## src/rtl/bin_to_bcd_seq.sv

```systemverilog
// Sequential double-dabble converter: binary result register value to packed BCD digits.
// Optional signed-input mode is enabled by defining BCD_SIGNED_INPUT_EN.
module bin_to_bcd_seq #(
  parameter int unsigned WIDTH  = 8,
  parameter int unsigned DIGITS = 3
) (
  input  logic                  i_clk,
  input  logic                  i_reset,
  input  logic                  i_start,
  input  logic [WIDTH-1:0]      i_bin,
  output logic                  o_busy,
  output logic                  o_done,
  output logic [4*DIGITS-1:0]   o_bcd,
  output logic                  o_neg
);

  localparam int unsigned BcdW = 4 * DIGITS;
  localparam int unsigned SrW  = BcdW + WIDTH;
  localparam int unsigned CntW = $clog2(WIDTH + 1);

  function automatic longint unsigned pow10(input int unsigned n);
    longint unsigned p;
    p = 64'd1;
    for (int unsigned i = 0; i < n; i++) p = p * 64'd10;
    return p;
  endfunction

  localparam longint unsigned MaxBin = (64'd1 << WIDTH) - 64'd1;

  if (!(pow10(DIGITS) > MaxBin)) begin : g_bad_params
    $error("bin_to_bcd_seq: DIGITS too small for WIDTH");
  end

  typedef enum logic [1:0] {StIdle, StShift, StDone} state_e;

  state_e            r_state, w_state_next;
  logic [SrW-1:0]    r_sr, w_sr_next, w_sr_adj, w_sr_shifted, w_sr_load;
  logic [CntW-1:0]   r_cnt, w_cnt_next;
  logic              r_sign, w_sign_next;
  logic [BcdW-1:0]   r_bcd, w_bcd_next;
  logic              r_neg, w_neg_next;
  logic [WIDTH:0]    w_mag;
  logic              w_sign_in;
  logic              w_last_shift;

`ifdef BCD_SIGNED_INPUT_EN
  logic [WIDTH:0] w_bin_ext;
  assign w_bin_ext = {i_bin[WIDTH-1], i_bin};
  // Negate in WIDTH+1 bits so the most-negative input yields its true magnitude.
  assign w_mag     = i_bin[WIDTH-1] ? ({(WIDTH+1){1'b0}} - w_bin_ext) : w_bin_ext;
  assign w_sign_in = i_bin[WIDTH-1];
`else
  assign w_mag     = {1'b0, i_bin};
  assign w_sign_in = 1'b0;
`endif

  assign w_sr_load    = SrW'(w_mag);
  assign w_last_shift = (r_cnt == CntW'(WIDTH - 1));

  // Add 3 to every BCD nibble that is 5 or more, then shift.
  always_comb begin
    w_sr_adj = r_sr;
    for (int unsigned d = 0; d < DIGITS; d++) begin
      if (r_sr[WIDTH + 4*d +: 4] >= 4'd5) begin
        w_sr_adj[WIDTH + 4*d +: 4] = r_sr[WIDTH + 4*d +: 4] + 4'd3;
      end
    end
  end

  assign w_sr_shifted = {w_sr_adj[SrW-2:0], 1'b0};

  // State register and datapath registers.
  always_ff @(posedge i_clk) begin
    if (!i_reset) begin
      r_state <= StIdle;
      r_sr    <= '0;
      r_cnt   <= '0;
      r_sign  <= 1'b0;
      r_bcd   <= '0;
      r_neg   <= 1'b0;
    end else begin
      r_state <= w_state_next;
      r_sr    <= w_sr_next;
      r_cnt   <= w_cnt_next;
      r_sign  <= w_sign_next;
      r_bcd   <= w_bcd_next;
      r_neg   <= w_neg_next;
    end
  end

  // Next-state logic.
  always_comb begin
    w_state_next = r_state;
    case (r_state)
      StIdle:  if (i_start) w_state_next = StShift;
      StShift: if (w_last_shift) w_state_next = StDone;
      StDone:  w_state_next = StIdle;
      default: w_state_next = StIdle;
    endcase
  end

  // Datapath next values; result registers only move on the final shift.
  always_comb begin
    w_sr_next   = r_sr;
    w_cnt_next  = r_cnt;
    w_sign_next = r_sign;
    w_bcd_next  = r_bcd;
    w_neg_next  = r_neg;
    case (r_state)
      StIdle: begin
        if (i_start) begin
          w_sr_next   = w_sr_load;
          w_cnt_next  = '0;
          w_sign_next = w_sign_in;
        end
      end
      StShift: begin
        w_sr_next  = w_sr_shifted;
        w_cnt_next = r_cnt + CntW'(1);
        if (w_last_shift) begin
          w_bcd_next = w_sr_shifted[SrW-1 -: BcdW];
          w_neg_next = r_sign;
        end
      end
      default: ;
    endcase
  end

  // Outputs.
  always_comb begin
    o_busy = (r_state != StIdle);
    o_done = (r_state == StDone);
    o_bcd  = r_bcd;
    o_neg  = r_neg;
  end

endmodule
```

## config.mk

```make
export PLATFORM = sky130hd
export DESIGN_NAME = bin_to_bcd_seq
export DESIGN_NICKNAME = d
export VERILOG_FILES = /design/src/rtl/bin_to_bcd_seq.sv
export SDC_FILE = /design/constraint.sdc
export NUM_CORES = 1
export LEC_CHECK = 0
export BUFFER_PORTS_ARGS = -buffer_cell sky130_fd_sc_hd__clkbuf_2
export CAP_MARGIN = 40
export CORE_MARGIN = 3
export CORE_UTILIZATION = 55
export CTS_BUF_LIST = sky130_fd_sc_hd__clkbuf_16
export DETAILED_ROUTE_END_ITERATION = 6
export GPL_ROUTABILITY_DRIVEN = 0
export PLACE_DENSITY = 0.82
export SKIP_LAST_GASP = 1
export SLEW_MARGIN = 20
export SYNTH_ARGS = -nofsm -noshare
export SYNTH_HDL_FRONTEND = slang
export SYNTH_SLANG_ARGS = --single-unit
```

## constraint.sdc

```tcl
create_clock -name i_clk -period 3.15 [get_ports i_clk]
set_input_delay 0.945 -clock i_clk [delete_from_list [all_inputs] [get_ports i_clk]]
set_output_delay 0.945 -clock i_clk [all_outputs]
set_load 0.02 [all_outputs]
```

* Word-level counts from Yosys, hierarchy flattened
Index checks and enable logic that the tools add are counted.
Cells by class: $add $sub $neg 4, order comparisons 3, equality and inequality tests 5, muxes and demuxes 10, reduce and logical (&&, ||, !) cells 6
Operator list (number):
- $pmux 20 s2 | 1
- $mux 20 | 1
- $ge 4x3->1 const B | 3
- $mux 4 | 3
- $add 4x2->4 const B | 2
- $pmux 4 s2 | 1
- $reduce_and 2->1 | 3
- $add 4x1->4 const B | 1
- $eq 4x3->1 const B | 1
- $mux 2 | 2
- $ne 2x2->1 const B | 2
- $pmux 2 s2 | 1
- $reduce_bool 2->1 | 2
- $add 3x2->3 const B | 1
- $mux 3 | 1
- $eq 2x1->1 const B | 1
- $eq 2x2->1 const B | 1
- $logic_not 2->1 | 1
Word-level totals: bits in registers 38, output and inout port bits 15

* Depth between registers and ports, before layout
Gate-level depths: netlist of run 1.
word-level depth 3, gate-level depth with buffers 6, depth with buffers taken out 6

* Worst setup path after synthesis of run 1
OpenSTA, ideal clock, no wires.
kind register to output, start register r_state[0], end output o_busy, arrival time 0.913 ns, required time 2.205 ns, slack 1.292 ns, stages on the path, launching flop included 3, buffers on the path 1, cells stage by stage dfxtp_1 -> clkbuf_1 -> or2_2
Between the ends: longest elaborated chain between the ends 1
Ends and longest elaborated chain:
- from (decl) | line 36 | state_e r_state, w_state_next;
- from (signal assigned) | line 75 | r_state <= StIdle;
- from (signal assigned) | line 82 | r_state <= w_state_next;
- $reduce_bool 2->1 | line 131 | o_busy = (r_state != StIdle);
- to (decl) | line 11 | output logic o_busy,
Every way passes these cells.

* Worst setup path in the final report of run 1
Same ends and word-level chain as after synthesis.

==> flow_metrics.tcl, run 1 <==
set metrics [dict create \
    yosys.area.top_type "dfxtp_1" \
    fmax_ghz 0.454 \
    cts_root_buffer "clkbuf_16" \
    dpl_cell_area_sq_mm 0.00182 \
    pin_count 26 \
    vias 1465 \
    synth_edf_count 0 \
    hold_viol_final 0 \
    setup_ws_ns 0.949 \
    reg2reg_from "r_state[0]" \
    holdBufCountCts 0 \
    status "finished, final reports clean" \
    path_class "flop to output pin" \
    dieArea_sq_mm 0.00379 \
    die_w_um 61.6 \
    rr_endpoint "r_sr[11]" \
    r2r_slack_ns 1.15 \
    async_reset_ff_frac 0 \
    r2r_cells 5 \
    synth_top_area_frac 0.448 \
    vias_per_cell 5.66 \
    fin_area_sq_mm 0.00201 \
    n_antenna_cell 0 \
    initial_core_util 0.596 \
    synth_ff_type "dfxtp_1" \
    synth-seq-area-share 0.448 \
    leakagePower_nw 0.802 \
    finalMaxSlewViolations 0 \
    synth.most_common_cell "dfxtp_1" \
    placed_cells 251 \
    fin_crit_sh 0.699 \
    crit_fanout 14 \
    required_ns 2.20 \
    cts_buffer_depth 2 \
    drv_cap 0 \
    wl_per_cell_um 13.4 \
    synth_area_leaders "dfxtp_1 45%, o21ai_0 7.4%, nand2_1 7.3%" \
    syn_area_per_cell_sq_um 8.29 \
    combPwrFrac 0.042 \
    yosysWarnings 0 \
    swShare 0.193 \
    grt_pass1_wl_um 5860 \
    hold_class "flop to flop" \
    final_core_util 0.704 \
    cts.sinks 38 \
    core_sq_mm 0.00285 \
    dp_hpwl_um 2370 \
    synth_common_cells "38 x dfxtp_1, 33 x nand2_1, 25 x o21ai_0, 20 x nor2_1, 17 x a21oi_1" \
    fp-row-count 19 \
    cts_made_buffers 5 \
    io_buffers 24 \
    final.setup_skew_ns 0.00211 \
    track_usage 0.217 \
    htreeDepth 2 \
    crit_start "r_state[0]" \
    dr.pass1.iters 4 \
    postCtsSetupBuffers 0 \
    syn_inst 205 \
    antenna_found_initial 0 \
    switchingPower_mw 0.228 \
    cp-end-kind "output pin" \
    pwr-share-clk 0.538 \
    clk_pin_slew_ns 0.05 \
    post-place-ws_ns 0.773 \
    synth.ff_latch_count 38 \
    instances_no_fill 259 \
    setup_tns_ns 0 \
    die_y_um 61.6 \
    cts.repair.resized 0 \
    seqPwrFrac 0.420 \
    critical_path_arrival_ns 1.26 \
    dr.first_iter.drc_count 77 \
    post-route-min-period_ns 2.20 \
    fin_hold_ws_ns 0.456 \
    internal_power_mw 0.958 \
    insertion_delay_ns 0.28 \
    layout-drive-gt1-share 0.184 \
    nNetsFinal 245 \
    syn2layout_area_growth_pct 18.2 \
    relSlewSlack 0.497 \
    ant_nets 0 \
    grt_overflow 0 \
    syn_area_sq_mm 0.00170 \
    irDropWorstVdd_mv 0.437 \
    grt_setup_unrepaired "no" \
    syn_nets 223 \
    finalSetupViolations 0 \
    power.density_mw_per_mm2 591 \
    total_power_mw 1.19 \
    startpoint_type "flop" \
    cp-endpoint "o_busy" \
    grt_max_degree 22 \
    tightest_slew_ns 0.755 \
    grt_pass1_vias 1318 \
    routed_wirelength_um 3480 \
    cts_tree "done" \
    nFillCells 232 \
    synth_cell_types 34 \
    drc 0 \
]
[worst min path at each step]
| stage | startpoint | end | slack [ns] | depth (start not counted) |
|---|---|---|---|---|
| finish | r_sr[17] | r_sr[17] | 0.46 | 2 |
| global route | r_sr[3] | r_sr[3] | 0.50 | 2 |
| CTS | r_sr[17] | r_sr[17] | 0.46 | 2 |
| detailed placement | r_sr[17] | r_sr[17] | 0.45 | 2 |
| global placement | r_sr[17] | r_sr[17] | 0.44 | 2 |
| floorplan | r_sr[17] | r_sr[17] | 0.43 | 2 |
[critical path, stage by stage (launching register included)]
cell and delay, ns:
dfxtp_1 0.62, or2_2 0.20, clkbuf_2 0.15
[logic make-up (layout without fill, tap and decap cells)]
family,count (synthesis),in the layout,synth area share
DFF,38,38,0.448
muxes,5,5,0.0324
and+or+nand+nor,75,75,0.211
xor gates and xnor gates,3,3,0.0155
AOI/OAI and AO/OA,58,58,0.195
other,1,1,0.00221
adders and majority gates,7,7,0.0515
buffers and inverters,18,41,0.0449
[flip-flops by register name, summed over array words and instances (netlist names)]
signal   flops
r_sr        20
o_bcd       12
r_cnt        4
r_state      2
[per-layer routing]
| layer | global-route usage | wire length [um] |
|---|---|---|
| met3 | 0.0860 | 169 |
| met1 | 0.254 | 1590 |
| met4 | 0.0970 | 79 |
| met2 | 0.350 | 1640 |
| met5 | 0 | 0 |
[power by group through the flow]
| stage | sequential [mW] | combinational [mW] | clock (mW) |
|---|---|---|---|
| floorplan | 0.505 | 0.0376 | 0 |
| global placement | 0.508 | 0.0487 | 0 |
| detailed placement | 0.508 | 0.0499 | 0 |
| CTS | 0.498 | 0.0501 | 0.645 |
| global route | 0.499 | 0.0581 | 0.662 |
| finish | 0.498 | 0.0498 | 0.638 |
[layout make-up]
| type | count | area (sq um) | share of cell area |
|---|---|---|---|
| sequential | 38 | 761 | 0.379 |
| multi-input combinational | 149 | 862 | 0.429 |
| clock inverter | 3 | 63.8 | 0.0318 |
| clock buffer | 5 | 125 | 0.0623 |
| timing repair buffer | 25 | 128 | 0.0636 |
| tap | 31 | 38.8 | 0.0193 |
| inverter | 8 | 30.0 | 0.0150 |
[layout by cell type, fill, tap and decap left out, drive strengths merged]
cell type,n
bufinv,2
dfxtp,38
nor2b,1
mux2i,1
nand3,1
nand3b,2
a32o,1
conb,1
o21ai,25
a22oi,1
nor3,5
or2,1
clkbuf,29
clkinv,1
xnor2,3
a311oi,3
inv,8
mux2,4
o21bai,1
nand2,34
a22o,2
and2,1
a21oi,17
a211oi,1
buf,1
nand2b,6
ha,7
a21o,1
or3b,2
o22ai,6
nor2,20
nor3b,2
Power figures use the tool's default switching activity.
==> run 2: changes to the inputs <==
Settings changed: CORE_UTILIZATION 55 to 50, PLACE_DENSITY 0.82 to 0.78.
Clock period 3.15 ns to 1.97 ns, I/O delays scaled along.
==> flow_metrics.tcl, run 2 (synthesis results as in run 1) <==
set metrics [dict create \
    layout-drive-gt1-share 0.187 \
    track_usage 0.190 \
    dr.first_iter.drc_count 147 \
    leakagePower_nw 0.808 \
    setup_ws_ns 0.199 \
    cts_buffer_depth 2 \
    final_core_util 0.638 \
    cts_tree "done" \
    ant_nets 0 \
    vias 1415 \
    crit_fanout 8 \
    r2r_slack_ns 0.27 \
    post-route-min-period_ns 1.77 \
    vias_per_cell 5.16 \
    die_w_um 64.3 \
    final.setup_skew_ns 0.00274 \
    cts.sinks 38 \
    clk_pin_slew_ns 0.05 \
    fp-row-count 20 \
    nNetsFinal 247 \
    fin_hold_ws_ns 0.457 \
    wl_per_cell_um 12.6 \
    holdBufCountCts 0 \
    dr.pass1.iters 4 \
    power.density_mw_per_mm2 874 \
    placed_cells 266 \
    htreeDepth 2 \
    finalSetupViolations 0 \
    hold_class "flop to flop" \
    setup_tns_ns 0 \
    drv_cap 0 \
    final_common_cell "dfxtp_1" \
    gr-usage-met2 0.272 \
    cp-end-kind "output pin" \
    critical_path_arrival_ns 1.18 \
    status "finished, final reports clean" \
    fin_crit_sh 0.899 \
    instances_no_fill 274 \
    core_sq_mm 0.00315 \
    syn2layout_area_growth_pct 18.5 \
    hold_viol_final 0 \
    top_register "r_sr" \
    io_buffers 24 \
    holdPathStages 2 \
    grtUsageMet3 0.0738 \
    path_class "flop to output pin" \
    grt.met1_usage 0.249 \
    dieArea_sq_mm 0.00413 \
    busiest_layer "met2" \
    required_ns 1.38 \
    grt_max_degree 22 \
    routed_wirelength_um 3450 \
    mostFrequentLayoutCells "38 x dfxtp_1, 33 x nand2_1, 25 x o21ai_0, 24 x clkbuf_2, 20 x nor2_1" \
    grt_pass1_wl_um 5950 \
    fmax_ghz 0.565 \
    grt_pass1_vias 1303 \
    cts_made_buffers 5 \
    dp_hpwl_um 2360 \
    cts.repair.resized 0 \
    pin_count 26 \
    grt_overflow 0 \
    post-place-ws_ns 0.239 \
    die_y_um 64.3 \
    insertion_delay_ns 0.28 \
    finalMaxSlewViolations 0 \
    postCtsSetupBuffers 0 \
    r2r_cells 6 \
    largest_register_ffs 20 \
    n_antenna_cell 0 \
    cts_root_buffer "clkbuf_16" \
    irDropWorstVdd_mv 0.520 \
    drc 0 \
    grt_setup_unrepaired "no" \
    initial_core_util 0.539 \
    antenna_found_initial 0 \
    startpoint_type "flop" \
]
## run 2: cell types whose count changed in the layout (fill, tap and decap cells not counted), sizes merged
cell and delta:
inv +2, clkinv -1, buf +2, bufinv -1
## run 2: area by class of cell
class,count,area (sq um)
clock inverter,3,37.5
sequential,38,761
multi-input combinational,149,862
timing repair buffer,27,143
inverter,8,30.0
tap,44,55.1
clock buffer,5,125
fill,274,1140
## run 2: per-layer routing
metal / wire length (um) / part of all wire
met2: 1440 / 0.42
met1: 1710 / 0.50
met4: 87 / 0.025
met3: 206 / 0.060
met5: 0 / 0
## run 2: report_power, final
part / total, mW / internal (mW) / leakage [nW] / switching (mW)
registers: 0.795 / 0.783 / 0.308 / 0.0122
logic: 0.0828 / 0.0303 / 0.414 / 0.0525
clock network: 0.882 / 0.587 / 0.0864 / 0.295
## run 2: stage by stage
stage	total power, mW	cell area, sq um
2_1_floorplan	0.868	1700
3_3_place_gp	0.891	1850
3_5_place_dp	0.893	1850
4_1_cts	1.77	2010
5_1_grt	1.82	2010
6_report	1.76	2010
## run 2: path summary, 6_finish.rpt
| path | startpoint | to |
|---|---|---|
| worst max register to register | r_sr[13] | r_sr[14] |
| worst min-delay path | r_sr[4] | r_sr[4] |
| worst min register to register | r_sr[4] | r_sr[4] |
| worst max-delay path | r_state[0] | o_busy |
## run 2: worst max-delay path, stage by stage (launching register included)
cell and delay, ns:
dfxtp_1 0.40, or2_2 0.34, clkbuf_2 0.16
==> run 3: changes to the inputs <==
Settings changed: CTS_CLUSTER_SIZE from default to 14, REMOVE_ABC_BUFFERS from default to 1.
==> flow_metrics.tcl, run 3 (synthesis results as in run 1) <==
set metrics [dict create \
    largest_register_ffs 20 \
    leakagePower_nw 0.809 \
    n_antenna_cell 0 \
    finalSetupViolations 0 \
    placed_cells 269 \
    drc 0 \
    vias_per_cell 5.35 \
    dp_hpwl_um 2470 \
    hold_viol_final 0 \
    syn2layout_area_growth_pct 18.0 \
    grt_pass1_vias 1322 \
    setup_ws_ns 0.197 \
    top_register "r_sr" \
    cp-end-kind "output pin" \
    slowest_delay_ns 0.42 \
    grt_setup_unrepaired "no" \
    dr.first_iter.drc_count 69 \
    post-place-ws_ns 0.343 \
    instances_no_fill 276 \
    fmax_ghz 0.564 \
    die_y_um 64.3 \
    track_usage 0.186 \
    vias 1476 \
    dr.pass1.iters 4 \
    cts_root_buffer "clkbuf_16" \
    grt_pass1_wl_um 5950 \
    grt_overflow 0 \
    nNetsFinal 250 \
    crit_buf_inv 1 \
    ant_nets 0 \
    multiInputGateArea_sq_um 862 \
    post-route-min-period_ns 1.77 \
    status "finished, final reports clean" \
    seqCellArea_sq_um 761 \
    drv_cap 0 \
    core_sq_mm 0.00315 \
    slowest_stage "dfxtp_1" \
    fp-row-count 20 \
    cts.sinks 38 \
    die_w_um 64.3 \
    crit_chain "or2_2 -> clkbuf_2" \
    final_common_cell "dfxtp_1" \
    antenna_found_initial 0 \
    pin_count 26 \
    fin_area_sq_mm 0.00201 \
    postCtsSetupBuffers 0 \
    cts.repair.resized 0 \
    hold_class "flop to flop" \
    required_ns 1.38 \
    htreeDepth 2 \
    wl_per_cell_um 12.6 \
    finalMaxSlewViolations 0 \
    layout-drive-gt1-share 0.194 \
    critPathTopFamily "flip-flops" \
    power.density_mw_per_mm2 804 \
    crit_fanout 9 \
    setup_tns_ns 0 \
    path_class "flop to output pin" \
    cts_buffer_depth 2 \
    irDropWorstVdd_mv 0.690 \
    final.setup_skew_ns 0.00393 \
    dieArea_sq_mm 0.00413 \
    clk_pin_slew_ns 0.05 \
    mostFrequentLayoutCells "38 x dfxtp_1, 33 x nand2_1, 25 x o21ai_0, 24 x clkbuf_2, 20 x nor2_1" \
    critical_path_arrival_ns 1.18 \
    startpoint_type "flop" \
    cts_made_buffers 5 \
    fin_crit_sh 0.900 \
    dpl_cell_area_sq_mm 0.00187 \
    cts_tree "done" \
    insertion_delay_ns 0.28 \
    holdBufCountCts 0 \
    initial_core_util 0.539 \
    io_buffers 24 \
    nFillCells 293 \
    routed_wirelength_um 3480 \
    grt_max_degree 18 \
]
[run 3: layer usage]
metal  vias up  part of all wire  GRT usage
met5         -                 0          0
met4         0             0.020     0.0871
met3        10             0.049     0.0650
met2        31              0.45      0.285
met1       684              0.48      0.235
li1        751                 -          -
[run 3: stage by stage]
stage                util  power, mW  hold WS [ns]
detailed placement  0.594      0.899         0.451
global route        0.636       1.68         0.491
floorplan               -      0.858         0.425
CTS                 0.636       1.63         0.463
global placement    0.594      0.896         0.435
finish              0.636       1.61         0.459
[run 3: power by group]
| part | leakage [nW] | total [mW] | switching [mW] | internal (mW) |
|---|---|---|---|---|
| Clock | 0.0723 | 0.728 | 0.277 | 0.451 |
| Combinational | 0.429 | 0.0875 | 0.0532 | 0.0343 |
| Sequential | 0.308 | 0.796 | 0.0128 | 0.784 |
| Total | 0.809 | 1.61 | 0.343 | 1.27 |
[run 3: area by class of cell]
class / instances / share of cell area
multi-input cells: 149 / 0.430
flip-flops and latches: 38 / 0.379
repair buffers: 30 / 0.0823
clock buffers: 5 / 0.0624
well taps: 44 / 0.0274
inverters: 8 / 0.0150
clock inverters: 2 / 0.00374
[run 3: final timing paths]
path	startpoint	to	slack [ns]	cells past startpoint
hold / removal	r_sr[6]	r_sr[6]	0.46	2
setup / recovery	r_state[0]	o_busy	0.20	2
setup reg to reg	r_state[0]	o_bcd[5]	0.39	5
hold reg to reg	r_sr[6]	r_sr[6]	0.46	2
[run 3: tightest hold or removal path: cells and delay by family (launching register included)]
kind | cells | cell delay, ns
simple gates | 1 | 0.04
flops | 1 | 0.32
compound gates | 1 | 0.06
